### src/rtl/fetch_queue.sv
// Circular-buffer instruction queue between fetch and decode, with valid/ready on both sides.
// 1-cycle push-to-head latency; refuses pushes when full and drops all contents on flush.
module fetch_queue #(
  parameter int DEPTH = 8,
  parameter int WIDTH = 64
) (
  input  logic                     clk,
  input  logic                     rst_n,
  input  logic                     flush,
  input  logic                     prv_valid,
  output logic                     prv_ready,
  input  logic [WIDTH-1:0]         prv_data,
  output logic                     nxt_valid,
  input  logic                     nxt_ready,
  output logic [WIDTH-1:0]         nxt_data,
  output logic [$clog2(DEPTH):0]   count,
  output logic                     almost_full
);

  localparam int AW = $clog2(DEPTH);
  localparam int PW = AW + 1;

  logic [WIDTH-1:0] mem_q [DEPTH];
  logic [PW-1:0]    head_q, head_d;
  logic [PW-1:0]    tail_q, tail_d;
  logic [PW-1:0]    count_q, count_d;
  logic             full, empty, push, pop;

  // Wrap bit in the MSB distinguishes full from empty when the indices match.
  assign empty = (head_q == tail_q);
  assign full  = (head_q[AW-1:0] == tail_q[AW-1:0]) && (head_q[AW] != tail_q[AW]);

  // No pop-through when full: prv_ready ignores a simultaneous pop.
  assign push = prv_valid && !full && !flush;
  assign pop  = !empty && nxt_ready && !flush;

  assign prv_ready   = !full;
  assign nxt_valid   = !empty;
  assign nxt_data    = mem_q[head_q[AW-1:0]];
  assign count       = count_q;
  assign almost_full = (count_q >= PW'(DEPTH - 1));

  always_comb begin
    head_d  = head_q;
    tail_d  = tail_q;
    count_d = count_q;
    if (flush) begin
      head_d  = tail_q;
      count_d = '0;
    end else begin
      if (push) tail_d = tail_q + PW'(1);
      if (pop)  head_d = head_q + PW'(1);
      if (push && !pop)      count_d = count_q + PW'(1);
      else if (pop && !push) count_d = count_q - PW'(1);
    end
  end

  always_ff @(posedge clk or negedge rst_n) begin
    if (!rst_n) begin
      head_q  <= '0;
      tail_q  <= '0;
      count_q <= '0;
      for (int i = 0; i < DEPTH; i++) mem_q[i] <= '0;
    end else begin
      head_q  <= head_d;
      tail_q  <= tail_d;
      count_q <= count_d;
      if (push) mem_q[tail_q[AW-1:0]] <= prv_data;
    end
  end

endmodule

### config.mk
export PLATFORM = sky130hd
export DESIGN_NAME = fetch_queue
export DESIGN_NICKNAME = d
export VERILOG_FILES = /design/src/rtl/fetch_queue.sv
export SDC_FILE = /design/constraint.sdc
export NUM_CORES = 1
export LEC_CHECK = 0
export CORE_ASPECT_RATIO = 0.5
export CORE_MARGIN = 1.5
export CORE_UTILIZATION = 58
export DETAILED_ROUTE_END_ITERATION = 16
export GPL_ROUTABILITY_DRIVEN = 0
export MAX_ROUTING_LAYER = met4
export PLACE_DENSITY = 0.78
export SYNTH_ARGS = -nofsm -noshare
export SYNTH_HDL_FRONTEND = slang
export SYNTH_SLANG_ARGS = --single-unit
### constraint.sdc
create_clock -name clk -period 3.6 [get_ports clk]
set_clock_uncertainty 0.2 [all_clocks]
set_input_delay 0.54 -clock clk [delete_from_list [all_inputs] [get_ports clk]]
set_output_delay 0.54 -clock clk [all_outputs]
set_load 0.005 [all_outputs]
==> results.txt <==
----------------------------------------------------
[Worst setup path]
  Cell with the largest stage delay on the worst path ... sky130_fd_sc_hd__mux4_2
  Critical Path AT ... around 2800 ps
  Highest net fanout along the worst path ... 44
  Required time at the endpoint of the critical path ... 2860 ps
  Endpoint of the worst register-to-register path ... count[3]
  Buffers & Inverters on Critical Path ... 2
  Reg-to-reg setup timing slack ... 420 ps
  Largest stage delay, worst path ... 570 ps
  Endpoint class of the critical path ... output pin
  Length in cells of the worst reg-to-reg path ... 9
  Crit-path leading delay family ... multiplexers
  Crit Path Class ... flop to output pin
  Critical Path Start Type ... flop
  Startpoint of the worst register-to-register path ... tail_q[1]
  Chain of cells forming the critical path ... buf_16, mux4_2, mux2_2, clkdlybuf4s50_1
  Worst Setup SP ... head_q[0]
  Cell count along the critical path ... 4
  Crit path to ... nxt_data[39]

[Pwr]
  Clock power share ... 18.9%
  Power dissipated by switching net loads ... 7.45 mW
  Share of power burned in registers ... 39.7%
  PwrDens ... 943 nW/um2
  Worst IR drop on VDD ... 0.000606 V
  Static Leakage ... 11.8 nW
  Power Internal ... 18.3 mW
  Power after layout ... 25.8 mW
  Net switching share of the total power ... between 20% and 30%
  Comb pwr share ... about two fifths

[Clock network]
  Number of buffers inserted to repair setup after CTS ... 0
  Clock root buffer ... sky130_fd_sc_hd__clkbuf_16
  TritonCTS clock tree ... done
  Count of clock tree sinks ... 524
  Total clock buffers created by CTS ... 47
  Number of H-tree branching levels ... 2
  Bufs on Longest Clock Path ... 3
  Clock transition at the registers of the reported paths ... 70 ps
  Clock insertion delay at the later pin of the skew report ... 570 ps

[STA]
  Time the final worst path needs with I/O delays and setup ... 3530 ps
  Headroom to the max-slew limit ... 52.9%
  Unrepaired setup endpoints after global routing ... true
  Fin crit share ... roughly 100%
  Fin. max-slew vios ... 0
  Transition at the pin with the smallest max-transition slack ... about 710 ps
  Final number of setup-violating endpoints ... 0
  Final hold vios ... 0
  Maximum operating frequency ... 283 MHz

[Routing]
  DRC violation total after the first TritonRoute iteration ... ~630
  Routed Wire Length ... a little under 50000 um
  Vias per cell ... 6.01
  First drt pass iteration count ... 4
  Count of vias placed by the detailed router ... 12700
  Count of unresolved DRC violations after routing ... 0
  Post-DR wirelength/cell ... about 23 um
  DRT antenna net count ... 0

[Min path]
  Worst Hold Class ... flop to flop

[Floorplanning]
  Overall die area ... between 40000 and 50000 um2
  IO Pins ... 140
  Die Wd ... 289 um
  Die boundary height ... between 100 and 150 um
  Standard-cell rows ... 52
  Starting density of the core ... between 50% and 60%
  Placeable Area ... 40500 um2

[Final layout]
  Fin nets ... ~1600
  Non-filler instance count after layout ... 2112
  Final core utilization ... 67.5%
  Most frequent cells in the layout ... sky130_fd_sc_hd__mux2_2 (549), sky130_fd_sc_hd__dfrtp_1 (521), sky130_fd_sc_hd__mux4_2 (128)
  Area growth from synthesis to layout ... 14.8%
  Commonest non-fill, non-tap cell in the layout ... sky130_fd_sc_hd__mux2_2
  Final-layout fill cell count ... 2662
  Share of post-route cells with drive strength above 1 ... 50.8%

[Synthesis]
  Count of yosys warnings during synthesis ... 0
  Post-synth cell types ... 44
  Number of storage elements in the synthesis netlist ... 524
  Syn Nets ... between 1000 and 1500
  Proportion of synthesized chip area in sequential cells ... 55.1%
  Synthesized cell area ... 23800 um2
  Count of mapped cells out of synthesis ... 1407
  Mapped Avg Cell Area ... 16.9 um2

[Global routing]
  Number of global-route vias before repair ... 14600
  Initial antenna violation count ... 1
  Wire length of the first global-routing pass ... 81400 um
  All-Layer GR Usage ... 25.5%
  Remaining global-route overflow ... 0
  Largest net degree at the start of global routing ... 88

[Placed design]
  Detailed placer's ending HPWL ... between 20000 and 30000 um
  Total of buffers placed on input and output ports ... ~140
  DP Cell Count ... 2027

[Run]
  Count of maximum capacitance violations ... 0

[Status]
  Result of the run ... finished clean

----------------------------------------------------
[layer usage]
layer,wire length (um),track usage [%],vias to the layer above
met5,0,-,-
met4,690,5.08,0
met3,1680,3.75,55
met2,26000,42.8,200
met1,21200,33.5,6920
li1,-,-,5524
[final cells by class]
class	instances	area, um2	area share (%)
antenna	1	2.50	0.00916
clock buffer	74	1410	5.16
clock inverter	9	72.6	0.266
inverter	5	18.8	0.0687
multi-input combinational	783	10000	36.6
sequential	524	13100	48.0
tap	540	676	2.47
timing repair buffer	176	2020	7.39
[cells in the mapped netlist (all sizes together)]
cell type | number | area [um2]
nor4 | 1 | 6.26
a311oi | 1 | 8.76
nor3b | 2 | 15.0
nand3b | 2 | 15.0
o21a | 1 | 7.51
a211oi | 1 | 7.51
nand2b | 3 | 21.3
xor2 | 9 | 86.3
mux2 | 578 | 6510
o311a | 1 | 10.0
buf | 73 | 606
nor3 | 3 | 26.3
mux2i | 1 | 10.0
a21o | 2 | 15.0
nand3 | 4 | 20.0
xnor2 | 6 | 52.6
o21ai | 8 | 40.0
a221oi | 1 | 15.0
dfrtp | 524 | 13100
o211a | 1 | 10.0
nor2b | 1 | 6.26
o41ai | 1 | 16.3
clkbuf | 22 | 83.8
inv | 5 | 18.8
or2 | 3 | 18.8
a41oi | 1 | 16.3
nor2 | 6 | 30.0
and2 | 1 | 6.26
ha | 4 | 50.1
nand2 | 10 | 40.0
o221ai | 1 | 8.76
a31oi | 1 | 6.26
mux4 | 128 | 2880
fa | 1 | 20.0
[power groups by stage]
stage / sequential [mW] / combinational [mW] / clock, mW
after floorplan: 9.66 / 7.38 / 0
after detailed placement: 10.3 / 10.8 / 0
after global placement: 9.98 / 10.4 / 0
final: 10.2 / 10.7 / 4.87
after global routing: 10.6 / 11.4 / 5.24
after CTS: 10.2 / 10.9 / 4.98
[sequential cells by signal, summed over array words and instances (netlist names)]
register / flops
mem_q: 512
head_q: 4
count: 4
tail_q: 4
[worst min-delay path by stage]
stage                     slack (ps)        from          to  cells after the start
after floorplan                   40       rst_n    count[0]                      0
after global placement           260  mem_q[460]  mem_q[460]                      1
after detailed placement         270   mem_q[78]   mem_q[78]                      1
after CTS                        290   mem_q[78]   mem_q[78]                      1
after global routing             300   mem_q[50]   mem_q[50]                      1
final                            280   mem_q[78]   mem_q[78]                      1
[cell families (layout without fill, tap and decap cells)]
family,count (synthesis),in the layout,share of synthesized area (%)
other,0,1,0
AOI/OAI and AO/OA,20,20,0.678
xor gates and xnor gates,15,15,0.584
muxes,707,707,39.5
DFF,524,524,55.1
buffers and inverters,100,264,2.98
and+or+nand+nor,36,36,0.862
adders and majority gates,5,5,0.294
[repair_timing]
action | CTS | global route
endpoints found under the setup margin | 1 | 37
hold endpoints to repair | 62 | 0
gates resized for setup | 1 | 12
hold buffers | 1 | 0
[per-stage QoR]
| step | setup slack (ps) | hold slack, ps | instance area, um2 | TNS [ps] |
|---|---|---|---|---|
| 2_1_floorplan | 728 | 44.4 | 23800 | 0 |
| 6_report | 69.0 | 285 | 27300 | 0 |
| 4_1_cts | 9.26 | 288 | 27300 | 0 |
| 3_5_place_dp | 277 | 273 | 25800 | 0 |
| 3_3_place_gp | 407 | 262 | 25800 | 0 |
| 5_1_grt | -38.0 | 305 | 27300 | -454 |
Power figures use the tool's default switching activity.
